--- src/rtl/pe_group_ctrl_if.sv ---
// Control/status bundle between the pass sequencer and its requester/pe_group.
// The master side issues pass requests and ifmap availability; the slave side is the controller.
interface pe_group_ctrl_if #(
    parameter int CNT_W = 8
);
    logic             start;
    logic [3:0]       layer;
    logic [CNT_W-1:0] out_width;
    logic [CNT_W-1:0] num_rows;
    logic             ifmap_valid;
    logic             weight_en;
    logic [2:0]       weight_sel;
    logic             ifmap_rd_en;
    logic             calculate_en;
    logic [3:0]       layer_out;
    logic             psum_valid;
    logic             psum_last;
    logic             busy;
    logic             done;

    modport master (
        output start, layer, out_width, num_rows, ifmap_valid,
        input  weight_en, weight_sel, ifmap_rd_en, calculate_en,
               layer_out, psum_valid, psum_last, busy, done
    );

    modport slave (
        input  start, layer, out_width, num_rows, ifmap_valid,
        output weight_en, weight_sel, ifmap_rd_en, calculate_en,
               layer_out, psum_valid, psum_last, busy, done
    );
endinterface

--- src/rtl/pe_group_ctrl.sv ---
// Pass sequencer for a pe_group: loads weights, streams out_width*num_rows ifmap vectors,
// drains the pipeline and flags which pipeline outputs carry real partial sums.
module pe_group_ctrl #(
    parameter int KSIZE    = 5,
    parameter int PIPE_LAT = 3,
    parameter int CNT_W    = 8
) (
    input  logic            clk,
    input  logic            rst,
    pe_group_ctrl_if.slave  bus
);
    localparam int DRAIN_W = (PIPE_LAT > 1) ? $clog2(PIPE_LAT) : 1;
    localparam logic [2:0]         WSEL_LAST  = 3'(KSIZE - 1);
    localparam logic [DRAIN_W-1:0] DRAIN_LAST = DRAIN_W'(PIPE_LAT - 1);

    typedef enum logic [2:0] {IDLE, LOAD_W, STREAM, DRAIN, DONE} state_t;

    state_t               state_reg, state_next;
    logic [2:0]           wsel_reg, wsel_next;
    logic [CNT_W-1:0]     col_reg, col_next;
    logic [CNT_W-1:0]     row_reg, row_next;
    logic [DRAIN_W-1:0]   drain_reg, drain_next;
    logic [3:0]           layer_reg;
    logic [CNT_W-1:0]     width_reg, rows_reg;
    logic [PIPE_LAT-1:0]  tag_reg, last_reg;
    logic [PIPE_LAT-1:0]  tag_shift, last_shift;
    logic                 accept, weight_en, calc, rd_en, shift_in, last_in, at_last;

    assign at_last = (col_reg == width_reg - 1'b1) && (row_reg == rows_reg - 1'b1);

    always_ff @(posedge clk) begin
        if (rst) begin
            state_reg <= IDLE;
            wsel_reg  <= '0;
            col_reg   <= '0;
            row_reg   <= '0;
            drain_reg <= '0;
            layer_reg <= '0;
            width_reg <= '0;
            rows_reg  <= '0;
            tag_reg   <= '0;
            last_reg  <= '0;
        end else begin
            state_reg <= state_next;
            wsel_reg  <= wsel_next;
            col_reg   <= col_next;
            row_reg   <= row_next;
            drain_reg <= drain_next;
            if (accept) begin
                layer_reg <= bus.layer;
                width_reg <= bus.out_width;
                rows_reg  <= bus.num_rows;
            end
            if (calc) begin
                tag_reg  <= tag_shift;
                last_reg <= last_shift;
            end
        end
    end

    always_comb begin
        state_next = state_reg;
        wsel_next  = wsel_reg;
        col_next   = col_reg;
        row_next   = row_reg;
        drain_next = drain_reg;
        accept     = 1'b0;
        weight_en  = 1'b0;
        calc       = 1'b0;
        rd_en      = 1'b0;
        shift_in   = 1'b0;
        last_in    = 1'b0;
        case (state_reg)
            IDLE: begin
                if (bus.start) begin
                    accept = 1'b1;
                    if (bus.out_width != '0 && bus.num_rows != '0) begin
                        state_next = LOAD_W;
                        wsel_next  = '0;
                        col_next   = '0;
                        row_next   = '0;
                    end else begin
                        state_next = DONE;
                    end
                end
            end
            LOAD_W: begin
                weight_en = 1'b1;
                if (wsel_reg == WSEL_LAST) begin
                    state_next = STREAM;
                end else begin
                    wsel_next = wsel_reg + 3'd1;
                end
            end
            STREAM: begin
                if (bus.ifmap_valid) begin
                    calc     = 1'b1;
                    rd_en    = 1'b1;
                    shift_in = 1'b1;
                    last_in  = at_last;
                    if (at_last) begin
                        state_next = DRAIN;
                        drain_next = '0;
                    end else if (col_reg == width_reg - 1'b1) begin
                        col_next = '0;
                        row_next = row_reg + 1'b1;
                    end else begin
                        col_next = col_reg + 1'b1;
                    end
                end
            end
            DRAIN: begin
                calc = 1'b1;
                if (drain_reg == DRAIN_LAST) begin
                    state_next = DONE;
                end else begin
                    drain_next = drain_reg + 1'b1;
                end
            end
            DONE: begin
                state_next = IDLE;
            end
            default: state_next = IDLE;
        endcase
    end

    // Tag/last shift chains mirror the pe_group stages; they advance only with calculate_en.
    genvar gi;
    generate
        for (gi = 0; gi < PIPE_LAT; gi++) begin : g_tag
            if (gi == 0) begin : g_head
                assign tag_shift[0]  = shift_in;
                assign last_shift[0] = last_in;
            end else begin : g_body
                assign tag_shift[gi]  = tag_reg[gi-1];
                assign last_shift[gi] = last_reg[gi-1];
            end
        end
    endgenerate

    // Qualified by calculate_en so a result held during a stall is reported exactly once.
    assign bus.psum_valid   = tag_reg[PIPE_LAT-1] & calc;
    assign bus.psum_last    = last_reg[PIPE_LAT-1] & calc;
    assign bus.weight_en    = weight_en;
    assign bus.weight_sel   = weight_en ? wsel_reg : 3'd0;
    assign bus.ifmap_rd_en  = rd_en;
    assign bus.calculate_en = calc;
    assign bus.layer_out    = layer_reg;
    assign bus.busy         = (state_reg != IDLE);
    assign bus.done         = (state_reg == DONE);
endmodule

--- src/flat_wrapper.sv ---
// flat-port wrapper written by rule: the top's interface ports become plain ports
module pe_group_ctrl_flat 
#(
    parameter int KSIZE    = 5,
    parameter int PIPE_LAT = 3,
    parameter int CNT_W    = 8
)
  (clk, rst, bus_start, bus_layer, bus_out_width, bus_num_rows, bus_ifmap_valid, bus_weight_en, bus_weight_sel, bus_ifmap_rd_en, bus_calculate_en, bus_layer_out, bus_psum_valid, bus_psum_last, bus_busy, bus_done);
  pe_group_ctrl_if #(.CNT_W(CNT_W)) bus_i ();
  input  logic clk;
  input  logic rst;
  input wire logic [$bits(bus_i.start)-1:0] bus_start;
  input wire logic [$bits(bus_i.layer)-1:0] bus_layer;
  input wire logic [$bits(bus_i.out_width)-1:0] bus_out_width;
  input wire logic [$bits(bus_i.num_rows)-1:0] bus_num_rows;
  input wire logic [$bits(bus_i.ifmap_valid)-1:0] bus_ifmap_valid;
  output wire logic [$bits(bus_i.weight_en)-1:0] bus_weight_en;
  output wire logic [$bits(bus_i.weight_sel)-1:0] bus_weight_sel;
  output wire logic [$bits(bus_i.ifmap_rd_en)-1:0] bus_ifmap_rd_en;
  output wire logic [$bits(bus_i.calculate_en)-1:0] bus_calculate_en;
  output wire logic [$bits(bus_i.layer_out)-1:0] bus_layer_out;
  output wire logic [$bits(bus_i.psum_valid)-1:0] bus_psum_valid;
  output wire logic [$bits(bus_i.psum_last)-1:0] bus_psum_last;
  output wire logic [$bits(bus_i.busy)-1:0] bus_busy;
  output wire logic [$bits(bus_i.done)-1:0] bus_done;
  assign bus_i.start = bus_start;
  assign bus_i.layer = bus_layer;
  assign bus_i.out_width = bus_out_width;
  assign bus_i.num_rows = bus_num_rows;
  assign bus_i.ifmap_valid = bus_ifmap_valid;
  assign bus_weight_en = bus_i.weight_en;
  assign bus_weight_sel = bus_i.weight_sel;
  assign bus_ifmap_rd_en = bus_i.ifmap_rd_en;
  assign bus_calculate_en = bus_i.calculate_en;
  assign bus_layer_out = bus_i.layer_out;
  assign bus_psum_valid = bus_i.psum_valid;
  assign bus_psum_last = bus_i.psum_last;
  assign bus_busy = bus_i.busy;
  assign bus_done = bus_i.done;
  pe_group_ctrl #(.KSIZE(KSIZE), .PIPE_LAT(PIPE_LAT), .CNT_W(CNT_W)) u_core (.clk(clk), .rst(rst), .bus(bus_i));
endmodule
--- config.mk ---
export PLATFORM = sky130hd
export DESIGN_NAME = pe_group_ctrl_flat
export DESIGN_NICKNAME = d
export VERILOG_FILES = /design/src/rtl/pe_group_ctrl_if.sv /design/src/rtl/pe_group_ctrl.sv /design/src/flat_wrapper.sv
export SDC_FILE = /design/constraint.sdc
export NUM_CORES = 1
export LEC_CHECK = 0
export BUFFER_PORTS_ARGS = -buffer_cell sky130_fd_sc_hd__buf_2
export CAP_MARGIN = 20
export CORE_MARGIN = 2
export CORE_UTILIZATION = 57
export CTS_CLUSTER_DIAMETER = 120
export DETAILED_ROUTE_END_ITERATION = 6
export HOLD_SLACK_MARGIN = 0.03
export MAX_ROUTING_LAYER = met4
export PLACE_DENSITY_LB_ADDON = 0.12
export SYNTH_ARGS = -nofsm -noshare
export SYNTH_HDL_FRONTEND = slang
export SYNTH_SLANG_ARGS = --single-unit
--- constraint.sdc ---
create_clock -name clk -period 3.3 [get_ports clk]
set_clock_uncertainty 0.15 [all_clocks]
set_input_delay 0.66 -clock clk [delete_from_list [all_inputs] [get_ports clk]]
set_output_delay 0.66 -clock clk [all_outputs]
set_load 0.05 [all_outputs]
==> parameters.txt, run 1 <==
Parameter                              Value

Run status
  Result of the run    finished clean

Yosys
  Number of warnings printed during yosys synthesis    0
  Netlist area before placement    2810 sq um
  Net count after synthesis    between 300 and 400
  Number of distinct standard cells referenced by the synthesized netlist    52
  Register bit count reported by yosys    50
  Sequential cell area fraction in the yosys report    35.7%
  Mean cell area of the mapped netlist    ~8 sq um
  Number of cells produced by synthesis    351
  Flip-flop cell with the highest count after synthesis    sky130_fd_sc_hd__dfxtp_1
  Share of async-settable or async-resettable flops after synthesis    0%
  Number of flops mapped to enable cells by yosys    0

Detailed routing
  Number of design rule violations left after detail routing    0
  Final Routed Wirelength    6040 um
  Via count    roughly 2500
  Via density per instance    5.64
  Routed len/inst    about 13 um
  DRC marker count from the first detailed-route iteration    162
  Number of antenna-violating nets in the routed design    0
  Number of iterations in the first detailed-routing pass    6

Placement
  Estimated wirelength of the detail-placed design    4380 um
  GPL Wtd Cong    0.827
  Input/output buffers    37

CTS
  Clock buffer depth    2
  Clock-pin slew on the worst setup and hold paths    0.09 ns
  H-Tree Level Count    2
  Clk Latency, worst-skew pair    0.31 ns
  Cts hold-fix bufs    0
  Number of buffers inserted during clock tree synthesis    5
  Post-CTS setup-driven buffer insertion count    0
  CTS tree    done
  Library cell used as clock root buffer    sky130_fd_sc_hd__clkbuf_8
  Number of sinks driven by the clock tree    50
  Post-cts resize count    0

Hold path
  Worst min-delay path startpoint    u_core.bus.layer_out[0]
  End of the worst hold path    u_core.bus.layer_out[0]
  Hold Path Class    reg2reg
  Worst Hold Path Cells    2

Worst setup path
  CP Capture Type    flip-flop
  CP startpoint kind    flip-flop
  WS Path Type    reg2reg
  Worst Setup SP    u_core.width_reg[0]
  Reg-to-reg slack, setup    0.43 ns
  Largest driver fanout on the critical path    8
  Endpoint of the worst register-to-register path    u_core.col_reg[7]
  Count of cells along the worst register-to-register path    9
  Data required time at the worst endpoint    between 3 and 4 ns
  Data arrival time of the critical path    2.93 ns
  Startpoint of the lowest-slack register-to-register path    u_core.width_reg[0]

Final layout
  Final-stage net count    414
  Most common cell after layout, fill and taps aside    sky130_fd_sc_hd__nand2_1
  Core utilization of the finished layout    67.3%
  Antenna diode count    0
  Ratio of cells with drive above 1 in the final layout    15.1%
  Filler cell count    388
  Commonest cells after routing, fill and taps aside    64 x sky130_fd_sc_hd__nand2_1, 50 x sky130_fd_sc_hd__dfxtp_1, 37 x sky130_fd_sc_hd__buf_2
  Total area of sequential cells    between 1000 and 1500 sq um
  Multi-input logic area    1700 sq um
  Area Overhead vs Synth    13.2%

Timing
  Worst max-slew margin expressed relative to the limit    47.0%
  Number of max-slew violations in the final report    0
  Post-route minimum period    2.87 ns
  Final setup fails    0
  Period Utilization, post-route    87.1%
  Slew at the pin closest to its max-slew limit    0.796 ns
  Max Fclk    348 MHz
  Total Negative Setup Slacks    0 ns
  Setup repair after global routing missed its margin    no
  Hold Vio Cnt, Final    0

Global routing
  Via count of the first global-routing pass    approximately 2300
  Global-route wire length before repair    10400 um
  GRT Resource Usage Total    25.0%
  Number of antenna violations at the first check in global routing    0
  Sum of overflow across all layers after global routing    0
  Maximum number of pins on one net before global-route repair    between 40 and 50

Power and ir drop
  Worst voltage drop across the vdd grid    0.416 mV
  Total leakage power    0.00125 uW
  Power per unit of standard cell area    approximately 530 nW/um^2

Floorplanning
  Site row count    25
  Initial core utilization    about three fifths
  Core Area    around 4700 sq um
  Chip height    74.2 um
  Horizontal die dimension    74.2 um
  DIE AREA    around 5500 sq um
  I/O pin count    38

Job
  Max-cap violation count    0
## power breakdown
part | switching [uW] | internal, uW
clock | 204 | 323
combinational | 303 | 168
sequential | 54.1 | 645
## cell usage after synthesis (2+ instances only)
cell,count,area [sq um]
sky130_fd_sc_hd__and3_1,4,25.0
sky130_fd_sc_hd__inv_1,12,45.0
sky130_fd_sc_hd__and2_1,8,50.1
sky130_fd_sc_hd__xnor2_1,8,70.1
sky130_fd_sc_hd__nand2_1,64,240
sky130_fd_sc_hd__nor2_1,18,67.6
sky130_fd_sc_hd__a31oi_1,5,31.3
sky130_fd_sc_hd__clkbuf_1,12,45.0
sky130_fd_sc_hd__nor3_1,9,45.0
sky130_fd_sc_hd__o21ai_1,2,10.0
sky130_fd_sc_hd__mux2i_1,10,100
sky130_fd_sc_hd__nand3_1,7,35.0
sky130_fd_sc_hd__dfxtp_1,50,1000
sky130_fd_sc_hd__nor2b_1,5,31.3
sky130_fd_sc_hd__or3_1,4,25.0
sky130_fd_sc_hd__a311oi_1,6,52.6
sky130_fd_sc_hd__o21ai_0,8,40.0
sky130_fd_sc_hd__nand2b_1,12,75.1
sky130_fd_sc_hd__a21o_1,2,15.0
sky130_fd_sc_hd__and3b_1,2,17.5
sky130_fd_sc_hd__a21oi_1,34,170
sky130_fd_sc_hd__or2_2,2,12.5
sky130_fd_sc_hd__o311ai_1,2,17.5
sky130_fd_sc_hd__nand4_1,5,31.3
sky130_fd_sc_hd__ha_1,7,87.6
sky130_fd_sc_hd__xor2_1,10,87.6
sky130_fd_sc_hd__o211ai_1,3,22.5
sky130_fd_sc_hd__nor4_1,6,37.5
sky130_fd_sc_hd__buf_2,2,10.0
sky130_fd_sc_hd__a211oi_1,4,30.0
sky130_fd_sc_hd__a2111oi_0,2,17.5
sky130_fd_sc_hd__nor3b_1,3,22.5
sky130_fd_sc_hd__a41oi_1,2,17.5
sky130_fd_sc_hd__nand3b_1,3,22.5
## worst max-delay path, cell delays in order, from the launching register on
cell and delay, ns:
sky130_fd_sc_hd__dfxtp_1 0.42, sky130_fd_sc_hd__inv_1 0.07, sky130_fd_sc_hd__ha_1 0.30, sky130_fd_sc_hd__xor2_1 0.13, sky130_fd_sc_hd__o211ai_1 0.09, sky130_fd_sc_hd__a211oi_1 0.49, sky130_fd_sc_hd__o2111ai_2 0.30, sky130_fd_sc_hd__nor2_1 0.30
sky130_fd_sc_hd__o21ai_2 0.17, sky130_fd_sc_hd__a311oi_1 0.35
## metrics by stage
stage               power [uW]  area [sq um]  worst slack (ns)  instances  hold WS [ns]
finish                    1700          3180             0.426        451         0.304
global route              1790          3180             0.211        451         0.329
CTS                       1700          3180             0.473        451         0.308
detailed placement        1180          3030             0.480        443         0.296
global placement          1170          3030             0.648        443         0.289
floorplan                 1070          2810             0.108        351         0.298
## area by class of cell
type | count | share of cell area [%]
Timing Repair Buffer | 39 | 6.30
Tap cell | 67 | 2.64
Clock inverter | 2 | 1.89
Inverter | 12 | 1.42
Sequential cell | 50 | 31.5
Clock buffer | 6 | 2.60
Multi-Input combinational cell | 275 | 53.6
## layer usage
metal / wire length [um] / vias to the layer above / GRT usage, % / share of wire (%)
li1: - / 1307 / - / -
met1: 3000 / 1160 / 34.5 / 50
met2: 2620 / 67 / 36.8 / 43
met3: 328 / 8 / 5.56 / 5.4
met4: 85 / 0 / 7.27 / 1.4
met5: 0 / - / - / 0
## worst max path at each step
stage,end,slack [ns],cells after the start
after floorplan,bus_weight_sel[0],0.11,3
after global placement,u_core.row_reg[6],0.65,9
after detailed placement,u_core.col_reg[2],0.48,9
after CTS,u_core.col_reg[7],0.47,9
after global routing,u_core.col_reg[7],0.21,9
final,u_core.col_reg[7],0.43,9
## cells by family after synthesis
group,after synthesis,synth area share [%]
compound gates,79,18.7
mux,10,3.57
fa+ha+maj,7,3.12
flops,50,35.7
buf+inv,26,3.57
simple gates,161,29.7
xor+xnor,18,5.62
No activity file was read; power rests on OpenSTA's default activity.
==> run 2: changes to the inputs <==
--- a/config.mk
+++ b/config.mk
@@ -11,8 +11,8 @@
 export CORE_UTILIZATION = 57
 export CTS_CLUSTER_DIAMETER = 120
 export DETAILED_ROUTE_END_ITERATION = 6
+export GPL_TIMING_DRIVEN = 0
 export HOLD_SLACK_MARGIN = 0.03
-export MAX_ROUTING_LAYER = met4
 export PLACE_DENSITY_LB_ADDON = 0.12
 export SYNTH_ARGS = -nofsm -noshare
 export SYNTH_HDL_FRONTEND = slang
==> run 2 against run 1 <==
Net effect: sequential cell count did not move; fmax down 3.1%; via count down 0.67%; routed wire length up 2.6%; critical path type is now reg2out; largest cell class unchanged.
==> parameters.txt, run 2 (same netlist as run 1, synthesis figures left out) <==
Parameter                              Value

Floorplanning
  Site row count    25 (unchanged)
  I/O pin count    38 (unchanged)
  DIE AREA    5500 sq um (unchanged)
  Horizontal die dimension    74.2 um (unchanged)
  Initial core utilization    59.4% (unchanged)
  Core Area    4720 sq um (unchanged)
  Chip height    74.2 um (unchanged)

Timing
  Hold Vio Cnt, Final    0 (unchanged)
  Final setup fails    0 (unchanged)
  Post-route minimum period    2.97 ns (was 2.87 ns)
  Max Fclk    337 MHz (was 348 MHz)
  Slew at the pin closest to its max-slew limit    0.774 ns (was 0.796 ns)
  Number of max-slew violations in the final report    0 (unchanged)
  Period Utilization, post-route    89.9% (was 87.1%)
  Worst max-slew margin expressed relative to the limit    48.1% (was 47.0%)
  Total Negative Setup Slacks    0 ns (unchanged)
  Setup repair after global routing missed its margin    no (unchanged)
  Worst path setup slack after routing    0.335 ns (was 0.426 ns)

Worst setup path
  CP startpoint kind    flip-flop (unchanged)
  Endpoint of the worst register-to-register path    u_core.col_reg[7] (unchanged)
  WS Path Type    reg2out (was reg2reg)
  Largest driver fanout on the critical path    9 (was 8)
  Data arrival time of the critical path    2.16 ns (was 2.93 ns)
  Data required time at the worst endpoint    2.49 ns (was 3.36 ns)
  Startpoint of the lowest-slack register-to-register path    u_core.width_reg[0] (unchanged)
  CP Capture Type    output pin (was flip-flop)
  Reg-to-reg slack, setup    0.44 ns (was 0.43 ns)
  Count of cells along the worst register-to-register path    9 (unchanged)
  Worst Setup SP    u_core.state_reg[1] (was u_core.width_reg[0])
  Crit path capture    bus_ifmap_rd_en (was u_core.col_reg[7])

Job
  Max-cap violation count    0 (unchanged)

Power and ir drop
  Internal power of the cells    958 uW (was 1140 uW)
  Share of total power consumed by net switching    36.9% (was 33.0%)
  Sw Pwr    560 uW (about the same)
  Power per unit of standard cell area    482 nW/um^2 (was 534 nW/um^2)
  Worst voltage drop across the vdd grid    0.278 mV (was 0.416 mV)
  Clock Power Share    22.2% (was 31.1%)
  Power consumption    1520 uW (was 1700 uW)
  Power share of the sequential group    45.4% (was 41.2%)
  Combinational share of power    32.5% (was 27.7%)
  Total leakage power    0.00123 uW (was 0.00125 uW)

Final layout
  Antenna diode count    0 (unchanged)
  Area Overhead vs Synth    12.2% (was 13.2%)
  Commonest cells after routing, fill and taps aside    64 x sky130_fd_sc_hd__nand2_1, 50 x sky130_fd_sc_hd__dfxtp_1, 38 x sky130_fd_sc_hd__buf_2 (was 64 x sky130_fd_sc_hd__nand2_1, 50 x sky130_fd_sc_hd__dfxtp_1, 37 x sky130_fd_sc_hd__buf_2)
  Final-stage net count    425 (was 414)
  Design area    3150 sq um (was 3180 sq um)
  Most common cell after layout, fill and taps aside    sky130_fd_sc_hd__nand2_1 (unchanged)
  Ratio of cells with drive above 1 in the final layout    14.2% (was 15.1%)

Global routing
  Sum of overflow across all layers after global routing    0 (unchanged)
  Maximum number of pins on one net before global-route repair    15 (was 43)
  Number of antenna violations at the first check in global routing    0 (unchanged)
  Global-route wire length before repair    10600 um (was 10400 um)
  GRT Resource Usage Total    24.4% (was 25.0%)
  Via count of the first global-routing pass    2279 (was 2261)

CTS
  Number of buffers inserted during clock tree synthesis    5 (unchanged)
  CTS tree    done (unchanged)
  H-Tree Level Count    2 (unchanged)
  Post-CTS setup-driven buffer insertion count    0 (unchanged)
  Cts hold-fix bufs    0 (unchanged)
  Clock-pin slew on the worst setup and hold paths    0.09 ns (about the same)
  Library cell used as clock root buffer    sky130_fd_sc_hd__clkbuf_8 (unchanged)
  Clock buffer depth    2 (unchanged)
  Post-cts resize count    0 (unchanged)
  Number of sinks driven by the clock tree    50 (unchanged)
  Clk Latency, worst-skew pair    0.30 ns (was 0.31 ns)

Detailed routing
  Routed len/inst    13.4 um (about the same)
  Final Routed Wirelength    6190 um (was 6040 um)
  DRC marker count from the first detailed-route iteration    130 (was 162)
  Number of iterations in the first detailed-routing pass    4 (was 6)
  Number of antenna-violating nets in the routed design    0 (unchanged)
  Via density per instance    5.48 (was 5.64)
  Via count    2525 (was 2542)
  Number of design rule violations left after detail routing    0 (unchanged)

Placement
  Input/output buffers    36 (was 37)
  Estimated wirelength of the detail-placed design    4640 um (was 4380 um)
  GPL Wtd Cong    0.878 (was 0.827)
  Pre-CTS setup slack    0.455 ns (was 0.480 ns)
  Placed Instance Area    3070 sq um (was 3030 sq um)

Run status
  Result of the run    finished clean (unchanged)

Hold path
  Hold Path Class    reg2reg (unchanged)
## run 2: layout make-up
class                      count  area (sq um)
tap                           67          83.8
clock inverter                 2          10.0
multi-input combinational    275          1700
buffer                        14          55.1
inverter                      12          45.0
fill                         424          1580
sequential                    50          1000
clock buffer                   5          68.8
timing repair buffer          36           180
## run 2: worst max-delay path: stages, from the launching register on
cell                      delay (ns)
sky130_fd_sc_hd__dfxtp_1        0.31
sky130_fd_sc_hd__buf_2          0.17
sky130_fd_sc_hd__nor2b_1        0.38
sky130_fd_sc_hd__nor2b_1        0.29
sky130_fd_sc_hd__nand2_1        0.28
sky130_fd_sc_hd__inv_1          0.15
sky130_fd_sc_hd__buf_2          0.27
## run 2: through the flow
step	hold slack, ns	util [%]	std cells
after floorplan	0.298	-	351
after global placement	0.289	65.0	454
after detailed placement	0.298	65.0	454
after CTS	0.311	66.6	461
after global routing	0.335	66.6	461
final	0.309	66.6	461
## run 2: worst min path at each step
| stage | end | start | cells after the start | slack, ns |
|---|---|---|---|---|
| after floorplan | u_core.width_reg[7] | u_core.width_reg[7] | 2 | 0.30 |
| after global placement | u_core.bus.layer_out[0] | u_core.bus.layer_out[0] | 2 | 0.29 |
| after detailed placement | u_core.bus.layer_out[1] | u_core.bus.layer_out[1] | 2 | 0.30 |
| after CTS | u_core.bus.layer_out[3] | u_core.bus.layer_out[3] | 2 | 0.31 |
| after global routing | u_core.bus.layer_out[0] | u_core.bus.layer_out[0] | 2 | 0.34 |
| final | u_core.bus.layer_out[2] | u_core.bus.layer_out[2] | 2 | 0.31 |
## run 2: metal layers
metal	vias up	routed length [um]	GRT usage, %
li1	1328	-	-
met1	1152	3240	36.1
met2	40	2670	36.3
met3	5	232	5.01
met4	0	49	6.26
met5	-	0	0
## run 2: power groups by stage
stage	sequential [uW]	combinational (uW)	clock [uW]
after floorplan	710	364	0
after global placement	700	476	0
after detailed placement	702	487	0
after CTS	688	491	340
after global routing	695	552	368
final	689	493	336
==> run 3: changes to the inputs <==
--- a/config.mk
+++ b/config.mk
@@ -13,6 +13,7 @@
 export DETAILED_ROUTE_END_ITERATION = 6
 export GPL_TIMING_DRIVEN = 0
 export HOLD_SLACK_MARGIN = 0.03
+export MAX_ROUTING_LAYER = met4
 export PLACE_DENSITY_LB_ADDON = 0.12
 export SYNTH_ARGS = -nofsm -noshare
 export SYNTH_HDL_FRONTEND = slang
==> run 3 against run 2 <==
Net effect: count of clock-buffer cells in the layout unchanged; largest power group unchanged; fmax about the same; highest routed layer unchanged; sequential power about the same; first-iteration DRC count down 4.6%.
==> parameters.txt, run 3 (same netlist as run 1, synthesis figures left out) <==
Parameter                              Value

Detailed routing
  Number of design rule violations left after detail routing    0 (unchanged)
  Via density per instance    5.49 (was 5.48)
  DRC marker count from the first detailed-route iteration    124 (was 130)
  Number of iterations in the first detailed-routing pass    4 (unchanged)
  Routed len/inst    13.4 um (about the same)
  Final Routed Wirelength    6190 um (about the same)
  Via count    2529 (was 2525)
  Number of antenna-violating nets in the routed design    0 (unchanged)

Global routing
  Number of antenna violations at the first check in global routing    0 (unchanged)
  GRT Resource Usage Total    25.2% (was 24.4%)
  Via count of the first global-routing pass    2281 (was 2279)
  Sum of overflow across all layers after global routing    0 (unchanged)
  Maximum number of pins on one net before global-route repair    15 (unchanged)
  Global-route wire length before repair    10600 um (about the same)

Timing
  Post-route minimum period    2.97 ns (about the same)
  Slew at the pin closest to its max-slew limit    0.774 ns (about the same)
  Period Utilization, post-route    89.9% (about the same)
  Number of max-slew violations in the final report    0 (unchanged)
  Setup repair after global routing missed its margin    no (unchanged)
  Total Negative Setup Slacks    0 ns (unchanged)
  Max Fclk    337 MHz (about the same)
  Worst max-slew margin expressed relative to the limit    48.2% (was 48.1%)
  Hold Vio Cnt, Final    0 (unchanged)
  Worst path setup slack after routing    0.332 ns (was 0.335 ns)
  Final setup fails    0 (unchanged)

Placement
  Pre-CTS setup slack    0.455 ns (unchanged)
  Placed Instance Area    3070 sq um (unchanged)
  Estimated wirelength of the detail-placed design    4640 um (unchanged)
  Input/output buffers    36 (unchanged)
  GPL Wtd Cong    0.892 (was 0.878)

CTS
  Post-CTS setup-driven buffer insertion count    0 (unchanged)
  Cts hold-fix bufs    0 (unchanged)
  Number of sinks driven by the clock tree    50 (unchanged)
  Post-cts resize count    0 (unchanged)
  CTS tree    done (unchanged)
  H-Tree Level Count    2 (unchanged)
  Clock buffer depth    2 (unchanged)
  Number of buffers inserted during clock tree synthesis    5 (unchanged)
  Clk Latency, worst-skew pair    0.30 ns (about the same)
  Clock-pin slew on the worst setup and hold paths    0.09 ns (about the same)
  Library cell used as clock root buffer    sky130_fd_sc_hd__clkbuf_8 (unchanged)

Final layout
  Filler cell count    424 (unchanged)
  Total area of sequential cells    1000 sq um (unchanged)
  Final-stage net count    425 (unchanged)
  Ratio of cells with drive above 1 in the final layout    14.2% (unchanged)
  Multi-input logic area    1700 sq um (unchanged)
  Commonest cells after routing, fill and taps aside    64 x sky130_fd_sc_hd__nand2_1, 50 x sky130_fd_sc_hd__dfxtp_1, 38 x sky130_fd_sc_hd__buf_2 (unchanged)
  Most common cell after layout, fill and taps aside    sky130_fd_sc_hd__nand2_1 (unchanged)
  Area Overhead vs Synth    12.2% (unchanged)
  Design area    3150 sq um (unchanged)
  Antenna diode count    0 (unchanged)

Worst setup path
  Data required time at the worst endpoint    2.49 ns (about the same)
  Cell-by-cell listing of the critical path    buf_2 > nor2b_1 > nor2b_1 > nand2_1 > inv_1 > buf_2 (unchanged)
  CP startpoint kind    flip-flop (unchanged)
  Kind of cell with the highest combined delay on the critical path    simple AND/OR/NAND/NOR gates (unchanged)
  Critical path buffers and inverters    3 (unchanged)
  Data arrival time of the critical path    2.16 ns (about the same)
  Slowest Stage Delay on Critical Path    0.38 ns (about the same)
  Max stage delay cell, worst path    sky130_fd_sc_hd__nor2b_1 (unchanged)
  WS Path Type    reg2out (unchanged)
  CP Capture Type    output pin (unchanged)
  Largest driver fanout on the critical path    9 (unchanged)

Power and ir drop
  Sw Pwr    559 uW (was 560 uW)
  Power per unit of standard cell area    482 nW/um^2 (about the same)
  Clock Power Share    22.1% (was 22.2%)
  Share of total power consumed by net switching    36.9% (about the same)
  Total leakage power    0.00123 uW (unchanged)
  Internal power of the cells    958 uW (about the same)
  Power share of the sequential group    45.4% (about the same)
  Worst voltage drop across the vdd grid    0.278 mV (about the same)
  Combinational share of power    32.5% (about the same)

Run status
  Result of the run    finished clean (unchanged)

Floorplanning
  Site row count    25 (unchanged)
  Chip height    74.2 um (unchanged)
  Initial core utilization    59.4% (unchanged)
  DIE AREA    5500 sq um (unchanged)
  Horizontal die dimension    74.2 um (unchanged)
  Core Area    4720 sq um (unchanged)
  I/O pin count    38 (unchanged)

Hold path
  Hold Path Class    reg2reg (unchanged)

Job
  Max-cap violation count    0 (unchanged)
run 3: cell counts in the layout (fill, tap and decap cells not counted):
Identical to the previous run, type by type.
run 3: worst paths after layout:
path | start | endpoint | slack, ns | cells after the start
worst max-delay path | u_core.state_reg[1] | bus_ifmap_rd_en | 0.33 | 6
worst min-delay path | u_core.bus.layer_out[1] | u_core.bus.layer_out[1] | 0.31 | 2
worst max register to register | u_core.width_reg[0] | u_core.col_reg[7] | 0.44 | 9
worst min register to register | u_core.bus.layer_out[1] | u_core.bus.layer_out[1] | 0.31 | 2
run 3: area by class of cell:
| class | instances | area share (%) |
|---|---|---|
| Buffer | 14 | 1.75 |
| Clock buffer | 5 | 2.19 |
| Clock inverter | 2 | 0.318 |
| Inverter | 12 | 1.43 |
| Multi-Input combinational cell | 275 | 54.1 |
| Sequential cell | 50 | 31.8 |
| Tap cell | 67 | 2.66 |
| Timing Repair Buffer | 36 | 5.72 |
run 3: power by group through the flow:
stage	Sequential, uW	Combinational [uW]	Clock (uW)
after floorplan	710	364	0
after global placement	700	476	0
after detailed placement	702	487	0
after CTS	688	491	340
after global routing	695	552	368
final	689	493	335
run 3: metrics by stage:
stage | utilization (%) | power (uW) | cells | hold WS, ns
global placement | 65.0 | 1180 | 454 | 0.289
detailed placement | 65.0 | 1190 | 454 | 0.298
floorplan | - | 1070 | 351 | 0.298
finish | 66.6 | 1520 | 461 | 0.311
global route | 66.6 | 1610 | 461 | 0.335
CTS | 66.6 | 1520 | 461 | 0.311
run 3: layer usage:
layer  global-route usage, %  vias up  routed length [um]
met5                       -        -                   0
met1                    36.0     1154                3230
met4                    6.26        0                  45
met3                    5.01        5                 240
li1                        -     1328                   -
met2                    36.4       42                2670
run 3: worst register-to-register path, cell delays in order, from the launching register on:
cell and delay (ns):
sky130_fd_sc_hd__dfxtp_1 0.42, sky130_fd_sc_hd__inv_1 0.07, sky130_fd_sc_hd__ha_1 0.30, sky130_fd_sc_hd__xor2_1 0.14, sky130_fd_sc_hd__o211ai_1 0.10, sky130_fd_sc_hd__a211oi_1 0.51
sky130_fd_sc_hd__o2111ai_2 0.29, sky130_fd_sc_hd__nor2_1 0.33, sky130_fd_sc_hd__o21ai_2 0.18, sky130_fd_sc_hd__a311oi_1 0.28
